**src/rtl/imu_spi_seq_if.sv**
```systemverilog
// SPI master command/response bus between the IMU sequencer and the SPI master.
// The sequencer drives commands; the SPI master returns done level and read data.
interface imu_spi_seq_if;
    logic        spi_write_en;
    logic [15:0] wt_data;
    logic        spi_done;
    logic [15:0] rd_data;

    modport master (
        output spi_write_en,
        output wt_data,
        input  spi_done,
        input  rd_data
    );

    modport slave (
        input  spi_write_en,
        input  wt_data,
        output spi_done,
        output rd_data
    );
endinterface

```
**src/rtl/imu_spi_seq.sv**
```systemverilog
// IMU command sequencer: power-up wait, four config writes, then a 10-byte burst
// read per data-ready interrupt, published as five {H,L} words with a vld strobe.
module imu_spi_seq #(
    parameter int PU_CNT_W = 16
) (
    input  logic                 clk,
    input  logic                 rst_n,
    input  logic                 INT,
    imu_spi_seq_if.master        spi,
    output logic                 init_done,
    output logic                 vld,
    output logic [15:0]          ptch_rt,
    output logic [15:0]          roll_rt,
    output logic [15:0]          yaw_rt,
    output logic [15:0]          ax,
    output logic [15:0]          ay
);
    typedef enum logic [3:0] {
        PWRUP     = 4'd0,
        CFG_PULSE = 4'd1,
        CFG_BLANK = 4'd2,
        CFG_WAIT  = 4'd3,
        IDLE      = 4'd4,
        RD_PULSE  = 4'd5,
        RD_BLANK  = 4'd6,
        RD_WAIT   = 4'd7,
        DONE      = 4'd8
    } state_t;

    localparam logic [PU_CNT_W-1:0] PU_MAX = {PU_CNT_W{1'b1}};
    localparam logic [PU_CNT_W-1:0] PU_ONE = {{(PU_CNT_W-1){1'b0}}, 1'b1};

    function automatic logic [15:0] cfg_word(input logic [3:0] idx);
        logic [15:0] w;
        case (idx)
            4'd0:    w = 16'h0D02;
            4'd1:    w = 16'h1062;
            4'd2:    w = 16'h1162;
            4'd3:    w = 16'h1460;
            default: w = 16'h0000;
        endcase
        return w;
    endfunction

    // Read command: bit15 set, address 0x22 + idx, don't-care low byte zeroed.
    function automatic logic [15:0] rd_word(input logic [3:0] idx);
        return {8'hA2 + {4'h0, idx}, 8'h00};
    endfunction

    state_t               state_r, state_s;
    logic [PU_CNT_W-1:0]  pu_cnt_r, pu_cnt_s;
    logic [3:0]           idx_r, idx_s;
    logic                 pend_r, pend_s;
    logic                 en_r, en_s;
    logic [15:0]          wt_r, wt_s;
    logic                 init_r, init_s;
    logic                 vld_r, vld_s;
    logic                 cap_s, load_s;
    logic                 int_s1_r, int_s2_r, int_s3_r;
    logic                 rise_s;
    logic [7:0]           byte_r [10];
    logic [15:0]          ptch_r, roll_r, yaw_r, ax_r, ay_r;
    logic                 rd_hi_unused_s;

    assign rise_s         = int_s2_r & ~int_s3_r;
    assign rd_hi_unused_s = ^spi.rd_data[15:8];

    // INT synchronizer plus edge-detect flop.
    always_ff @(posedge clk or negedge rst_n) begin
        if (!rst_n) begin
            int_s1_r <= 1'b0;
            int_s2_r <= 1'b0;
            int_s3_r <= 1'b0;
        end else begin
            int_s1_r <= INT;
            int_s2_r <= int_s1_r;
            int_s3_r <= int_s2_r;
        end
    end

    // State and registered control outputs.
    always_ff @(posedge clk or negedge rst_n) begin
        if (!rst_n) begin
            state_r  <= PWRUP;
            pu_cnt_r <= {PU_CNT_W{1'b0}};
            idx_r    <= 4'd0;
            pend_r   <= 1'b0;
            en_r     <= 1'b0;
            wt_r     <= 16'h0000;
            init_r   <= 1'b0;
            vld_r    <= 1'b0;
        end else begin
            state_r  <= state_s;
            pu_cnt_r <= pu_cnt_s;
            idx_r    <= idx_s;
            pend_r   <= pend_s;
            en_r     <= en_s;
            wt_r     <= wt_s;
            init_r   <= init_s;
            vld_r    <= vld_s;
        end
    end

    // Next-state logic; a pulse is scheduled on the same edge that enters *_PULSE.
    always_comb begin
        state_s  = state_r;
        pu_cnt_s = pu_cnt_r;
        idx_s    = idx_r;
        en_s     = 1'b0;
        wt_s     = wt_r;
        init_s   = init_r;
        vld_s    = 1'b0;
        cap_s    = 1'b0;
        load_s   = 1'b0;
        if (rise_s && (state_r != PWRUP) && (state_r != IDLE)) begin
            pend_s = 1'b1;
        end else begin
            pend_s = pend_r;
        end
        case (state_r)
            PWRUP: begin
                pu_cnt_s = pu_cnt_r + PU_ONE;
                if (pu_cnt_r == PU_MAX) begin
                    state_s = CFG_PULSE;
                    idx_s   = 4'd0;
                    en_s    = 1'b1;
                    wt_s    = cfg_word(4'd0);
                end else begin
                    state_s = PWRUP;
                end
            end
            CFG_PULSE: state_s = CFG_BLANK;
            CFG_BLANK: state_s = CFG_WAIT;
            CFG_WAIT: begin
                if (!spi.spi_done) begin
                    state_s = CFG_WAIT;
                end else if (idx_r == 4'd3) begin
                    init_s  = 1'b1;
                    state_s = IDLE;
                end else begin
                    idx_s   = idx_r + 4'd1;
                    en_s    = 1'b1;
                    wt_s    = cfg_word(idx_r + 4'd1);
                    state_s = CFG_PULSE;
                end
            end
            IDLE: begin
                if (rise_s || pend_r) begin
                    pend_s  = 1'b0;
                    idx_s   = 4'd0;
                    en_s    = 1'b1;
                    wt_s    = rd_word(4'd0);
                    state_s = RD_PULSE;
                end else begin
                    state_s = IDLE;
                end
            end
            RD_PULSE: state_s = RD_BLANK;
            RD_BLANK: state_s = RD_WAIT;
            RD_WAIT: begin
                if (!spi.spi_done) begin
                    state_s = RD_WAIT;
                end else begin
                    cap_s = 1'b1;
                    if (idx_r == 4'd9) begin
                        state_s = DONE;
                    end else begin
                        idx_s   = idx_r + 4'd1;
                        en_s    = 1'b1;
                        wt_s    = rd_word(idx_r + 4'd1);
                        state_s = RD_PULSE;
                    end
                end
            end
            DONE: begin
                load_s  = 1'b1;
                vld_s   = 1'b1;
                state_s = IDLE;
            end
            default: state_s = PWRUP;
        endcase
    end

    // Staging buffer so partially read samples never reach the outputs.
    always_ff @(posedge clk or negedge rst_n) begin
        if (!rst_n) begin
            for (int i = 0; i < 10; i++) begin
                byte_r[i] <= 8'h00;
            end
        end else if (cap_s) begin
            byte_r[idx_r] <= spi.rd_data[7:0];
        end
    end

    // Published sample, updated together with the vld strobe.
    always_ff @(posedge clk or negedge rst_n) begin
        if (!rst_n) begin
            ptch_r <= 16'h0000;
            roll_r <= 16'h0000;
            yaw_r  <= 16'h0000;
            ax_r   <= 16'h0000;
            ay_r   <= 16'h0000;
        end else if (load_s) begin
            ptch_r <= {byte_r[1], byte_r[0]};
            roll_r <= {byte_r[3], byte_r[2]};
            yaw_r  <= {byte_r[5], byte_r[4]};
            ax_r   <= {byte_r[7], byte_r[6]};
            ay_r   <= {byte_r[9], byte_r[8]};
        end
    end

    assign spi.spi_write_en = en_r;
    assign spi.wt_data      = wt_r;
    assign init_done        = init_r;
    assign vld              = vld_r;
    assign ptch_rt          = ptch_r;
    assign roll_rt          = roll_r;
    assign yaw_rt           = yaw_r;
    assign ax               = ax_r;
    assign ay               = ay_r;
endmodule
```
**src/flat_wrapper.sv**
```systemverilog
// flat-port wrapper written by rule: the top's interface ports become plain ports
module imu_spi_seq_flat 
#(
    parameter int PU_CNT_W = 16
)
  (clk, rst_n, INT, init_done, vld, ptch_rt, roll_rt, yaw_rt, ax, ay, spi_spi_write_en, spi_wt_data, spi_spi_done, spi_rd_data);
  imu_spi_seq_if spi_i ();
  input  logic clk;
  input  logic rst_n;
  input  logic INT;
  output logic init_done;
  output logic vld;
  output logic [15:0] ptch_rt;
  output logic [15:0] roll_rt;
  output logic [15:0] yaw_rt;
  output logic [15:0] ax;
  output logic [15:0] ay;
  output wire logic [$bits(spi_i.spi_write_en)-1:0] spi_spi_write_en;
  output wire logic [$bits(spi_i.wt_data)-1:0] spi_wt_data;
  input wire logic [$bits(spi_i.spi_done)-1:0] spi_spi_done;
  input wire logic [$bits(spi_i.rd_data)-1:0] spi_rd_data;
  assign spi_spi_write_en = spi_i.spi_write_en;
  assign spi_wt_data = spi_i.wt_data;
  assign spi_i.spi_done = spi_spi_done;
  assign spi_i.rd_data = spi_rd_data;
  imu_spi_seq #(.PU_CNT_W(PU_CNT_W)) u_core (.clk(clk), .rst_n(rst_n), .INT(INT), .spi(spi_i), .init_done(init_done), .vld(vld), .ptch_rt(ptch_rt), .roll_rt(roll_rt), .yaw_rt(yaw_rt), .ax(ax), .ay(ay));
endmodule
```
**config.mk**
```make
export PLATFORM = sky130hd
export DESIGN_NAME = imu_spi_seq_flat
export DESIGN_NICKNAME = d
export VERILOG_FILES = /design/src/rtl/imu_spi_seq_if.sv /design/src/rtl/imu_spi_seq.sv /design/src/flat_wrapper.sv
export SDC_FILE = /design/constraint.sdc
export NUM_CORES = 1
export LEC_CHECK = 0
export CORE_MARGIN = 2
export CORE_UTILIZATION = 46
export DETAILED_ROUTE_END_ITERATION = 7
export PLACE_DENSITY = 0.67
export SLEW_MARGIN = 20
export SYNTH_ARGS = -nofsm -noshare
export SYNTH_HDL_FRONTEND = slang
export SYNTH_SLANG_ARGS = --single-unit
```
**constraint.sdc**
```tcl
create_clock -name clk -period 3.41 [get_ports clk]
set_input_delay 0.341 -clock clk [delete_from_list [all_inputs] [get_ports clk]]
set_output_delay 0.341 -clock clk [all_outputs]
set_load 0.02 [all_outputs]
```
# Word level (Yosys, flattened, before mapping)
# Cells that the tools add are included.
# W data, S select, Z words.
[op_classes]
n_addsub = 3
mul = 0
div_mod_pow = 0
magnitude_cmp = 2
n_eq_ne = 21
shifts = 0
muxes = 38
bitwise_logic = 3
reduce_logical = 10
[ops]
columns = ["operator", "n"]
rows = [
  ["$mux W16", 6],
  ["$bwmux W80", 1],
  ["$pmux W16 S4", 1],
  ["$pmux W13 S4", 1],
  ["$mux W4", 9],
  ["$pmux W4 S9", 1],
  ["$demux W8 S4", 1],
  ["$eq A4 B2 Y1 const B", 5],
  ["$add A16 B1 Y16 const B", 1],
  ["$eq A16 B16 Y1 const B", 1],
  ["$eq A4 B3 Y1 const B", 4],
  ["$pmux W4 S4", 1],
  ["$mux W1", 14],
  ["$add A8 B4 Y8 const A", 1],
  ["$eq A4 B1 Y1 const B", 2],
  ["$eq A4 B4 Y1 const B", 2],
  ["$logic_not A4 Y1", 2],
  ["$mux W8", 1],
  ["$ne A2 B2 Y1 const B", 4],
  ["$reduce_bool A4 Y1", 2],
  ["$reduce_and A7 Y1", 1],
  ["$ge A5 B5 Y1 const B", 1],
  ["$lt A5 B1 Y1 const B", 1],
  ["$not A4 Y5", 1],
  ["10 further kinds", 13],
]
[totals]
regBits = 207
latch_bits = 0
ram_bits = 0
romBits = 0
inputBits = 20
output_inout_bits = 99
wordCells = 103
memories = 0

# Logic depth before layout (Yosys ltp)
[logic_depth]
depth_word = 7
ltp_mapped = 8
depth_no_buf = 7

# Worst setup path before layout
# OpenSTA, ideal clock, no wires.
[synth_path]
path_type = "register to register"
startpoint = "reg u_core.state_r[0]"
endpoint = "reg u_core.wt_r[13] (netlist: u_core.spi.wt_data[13])"
setup_ps = 125
arrival_ps = 2071
required_time_ps = 3285
setup_slack_ps = 1214
path_stages_with_launch = 8
path_buffers = 2
synth_period_minus_slack_ps = 2196
path_cell_list = "dfrtp_1 > buf_6 > or4_4 > nor4_4 > nand4_4 > nand2_4 > buf_12 > mux2_4"
[synth_between]
elab_chain_len = 3
word_cells_on_any_way = 13
classes_between = "9 x eq/ne; 1 x mux; 3 x reduce/logical"
[synth_lines]
columns = ["element", "line_no", "text"]
rows = [
  ["start, declared", "imu_spi_seq.sv:50", "state_t state_r, state_s;"],
  ["start signal, assigned", "imu_spi_seq.sv:93", "state_r <= state_s;"],
  ["$eq A4 B3 Y1, or another cell as far along", "imu_spi_seq.sv:120", "case (state_r)"],
  ["$ne A2 B2 Y1 (no line), or another cell as far along", "-", ""],
  ["$reduce_and A7 Y1 (no line)", "-", ""],
  ["end signal, assigned", "imu_spi_seq.sv:98", "wt_r <= wt_s;"],
  ["end, declared", "imu_spi_seq.sv:55", "logic [15:0] wt_r, wt_s;"],
]
# Several ways; a longest one is shown, not always the timed one.
# A chain may end at the register's enable or synchronous reset.

# Worst setup path after layout
[layout_path]
startpoint = "reg u_core.state_r[3]"
endpoint = "reg u_core.idx_r[3]"
[layout_between]
elab_chain_len = 3
word_cells_on_any_way = 13
classes_between = "9 x eq/ne; 1 x mux; 3 x reduce/logical"
[layout_lines]
columns = ["element", "line_no", "text"]
rows = [
  ["$eq A4 B3 Y1, or another cell as far along", "imu_spi_seq.sv:120", ""],
  ["$ne A2 B2 Y1 (no line), or another cell as far along", "-", ""],
  ["$reduce_and A7 Y1 (no line)", "-", ""],
  ["end signal, assigned", "imu_spi_seq.sv:95", "idx_r <= idx_s;"],
  ["end, declared", "imu_spi_seq.sv:52", "logic [3:0] idx_r, idx_s;"],
]
# Several ways; a longest one is shown, not always the timed one.

==> run metrics <==
CTS resizes 0; final WL 16.2 mm; Area growth, synth to finish 23.1%; nets 661; max_cap viols 0; Netlist cell types 51; compound-gate portion of the synthesized area 1.87%; vias per cell ~5.2; wire length per cell 18.7 µm; Final period util between 70% and 80%; largest family of logic cells by synthesized area multiplexers; total gr overflow 0; Clock Skew roughly 0.011 ns; reg2reg start u_core.state_r[3]$_DFF_PN0_; full die area 18400 µm²; final setup fails 0; Critical Path AT 2.81 ns; clk sinks roughly 200; critical path's top delay family simple AND/OR/NAND/NOR gates; Max-slew headroom between 40% and 50%; Gate Count Post-Synth roughly 540; n_diodes 0; area leader, netlist dfrtp_1; Min Clock Period, post-route 2.51 ns; Initial Util a little under half; DP Area ~9200 µm²; Clock transition at path regs 0.07 ns; # rows 48; R2R setup slack around 0.9 ns; Pleak roughly 0.0047 µW; Critical Path Max Stage Delay 0.63 ns; Startpoint Class flip-flop; first-pass GRT wire length roughly 26 mm; Post-synth EDFFs 0; H-tree depth 4; die height ~140 µm; final antenna-violating net count 0; worst hold start INT; crit path from u_core.state_r[3]$_DFF_PN0_; CTS tree yes; pin count of the biggest net entering global routing 91; area share of the largest cell type after synthesis 62.5%; DP HPWL ~11 mm; layout cells sized above 1 32.2%; Final WS setup 0.898 ns; vias in the first global route 4880; mux cell area share after synthesis between 20% and 30%; total number of yosys warnings 0; sequential area share after synthesis ~62%; worst-case reg-to-reg path depth 5; DRC violations left 0; Post-Synth XOR/XNOR Area 2.09%; Core Area roughly 17000 µm²; Min-Delay Path Depth 1; power density over the cells around 650 nW/µm²; Setup Fix Bufs, Post-CTS 0; Root Driver clkbuf_16; Max clock buf depth 2; # IOs 119; Yosys reg bits around 200; min-delay worst type primary input to flip-flop; status complete, no violations; CP Cell Sequence or4_4 -> nor4_4 -> nand4_4 -> nand2_4 -> mux2_1; worst path required time approximately 3.7 ns; GP Congestion between 0.8 and 0.9; RSZ-0062 raised after global routing no; R2R Path End u_core.idx_r[3]$_DFFE_PN0P_; critical path class flip-flop to flip-flop; initial antenna violation count 0; crit path buf inv count 0; gr usage total a little under a fifth; peak supply drop 0.382 mV; ys async rst share 100%; Pins Over Slew Limit 0; Setup crit end kind flip-flop; 1st-iter DRT viols about 260; setup tns final 0 ns; Avg Inst Size Synth 14.9 µm²; Max Freq about 0.40 GHz; worst hold endpoint u_core.int_s1_r$_DFF_PN0_; crit-path max FO 13; worst skew pair latency 0.42 ns; slowest stage cell, crit path or4_4; pre-CTS WS 0.918 ns; Die W around 140 µm; Post-Synth Adder-Cell Area under 10%; CTS buffer count 17; vias 4547; final hold violations 0; main area contributors after synthesis dfrtp_1 (62%), mux2_2 (22%), xnor2_1 (1.5%); PortBufs ~100; Post-Synth Simple-Gate Area under 10%; post-route cell area 9810 µm²; Pre-antenna DRT Iters 6; worst slew pin tran 0.856 ns; Synth Cell Area ~8000 µm²; Primary FF master, synth dfrtp_1
==> through the flow <==
step                util [%]  total power, µW  instances  hold WS (ns)
finish                  57.3             6350        870         0.353
global route            57.3             6680        870         0.344
CTS                     57.3             6400        870         0.343
detailed placement      53.6             4310        838         0.356
global placement        53.6             4230        838         0.344
floorplan                  -             3940        540        0.0454
==> cells in the mapped netlist (2+ instances only) <==
cell      number
nor4_1         3
mux2i_1        3
buf_4          8
buf_2          7
and4_1         2
a21oi_1        3
nor2_1        15
buf_1          8
xnor2_1       14
nand4_1        2
o22a_1         4
ha_1           8
o22ai_1        2
dfrtp_1      199
and3_1         2
nor3_1         3
clkbuf_1      10
inv_1          7
nor3b_1        2
mux2_1         3
nand3_1       12
mux2_4         3
nand2_1       18
nor4_2         2
mux2_2       159
or3_1          2
xor2_1         5
o21ai_0        4
and2_1         3
==> sequential cells by signal, summed over array words and instances (netlist names), 8 cells and up <==
signal / cells
u_core.yaw_rt: 16
u_core.ay: 16
u_core.byte_r: 80
u_core.ax: 16
u_core.roll_rt: 16
u_core.spi.wt_data: 8
u_core.ptch_rt: 16
u_core.pu_cnt_r: 16
==> layer usage <==
metal  share of wire [%]  global-route usage, %  vias to the layer above
met1                  45                   25.3                     2361
met4                 1.1                   5.67                        0
met3                 5.8                   5.24                       15
met5                   0                      0                        -
li1                    -                      -                     2054
met2                  49                   30.0                      117
==> cells by family (layout without fill, tap and decap cells) <==
kind of cell / count (synthesis) / in the layout
mux: 168 / 168
other cells: 1 / 6
flops: 199 / 199
xor+xnor: 19 / 19
simple gates: 77 / 77
fa+ha+maj: 8 / 8
compound gates: 21 / 21
buf+inv: 42 / 147
==> worst register-to-register path: stages (launching register included) <==
cell and delay [ns]:
dfrtp_1 0.53, or4_4 0.64, nor4_4 0.47, nand4_4 0.20, nand2_4 0.21, mux2_1 0.34
==> layout by cell type, fill, tap and decap left out, drive strengths merged, types with 8 or more instances in the layout <==
| cell type | netlist | final |
|---|---|---|
| clkbuf | 10 | 22 |
| nor2 | 15 | 15 |
| xnor2 | 14 | 14 |
| inv | 7 | 10 |
| nand2 | 19 | 19 |
| ha | 8 | 8 |
| mux2 | 165 | 165 |
| nand3 | 12 | 12 |
| dfrtp | 199 | 199 |
| clkdlybuf4s50 | 0 | 103 |
==> where the power goes <==
group          switching (µW)  total [µW]  internal (µW)  leakage [µW]
combinational             600        1220            621       0.00167
sequential                278        3050           2770       0.00270
clock                     848        2080           1230      0.000306
total                    1720        6350           4630       0.00467
==> worst max-delay path by stage <==
| stage | end | cells past startpoint | slack [ns] |
|---|---|---|---|
| after global placement | u_core.idx_r[3]$_DFFE_PN0P_ | 5 | 0.96 |
| after CTS | u_core.idx_r[3]$_DFFE_PN0P_ | 5 | 0.90 |
| after global routing | u_core.byte_r[65]$_DFFE_PN0P_ | 4 | 0.78 |
| after detailed placement | u_core.idx_r[3]$_DFFE_PN0P_ | 5 | 0.92 |
| final | u_core.idx_r[3]$_DFFE_PN0P_ | 5 | 0.90 |
| after floorplan | u_core.spi.wt_data[13]$_DFFE_PN0P_ | 7 | 1.21 |
==> final cells by class <==
class | instances | area [µm²]
clock buffers | 21 | 480
clock inverters | 10 | 139
fillers | 1361 | 7310
inverters | 7 | 26.3
multi-input cells | 299 | 2790
flip-flops and latches | 199 | 4980
well taps | 225 | 282
repair buffers | 109 | 1110
==> repair_timing <==
item	CTS	global route
endpoints found under the setup margin	0	0
hold buffers	1	0
endpoints found under the hold margin	4	0
(Power assumes the default switching activity.)
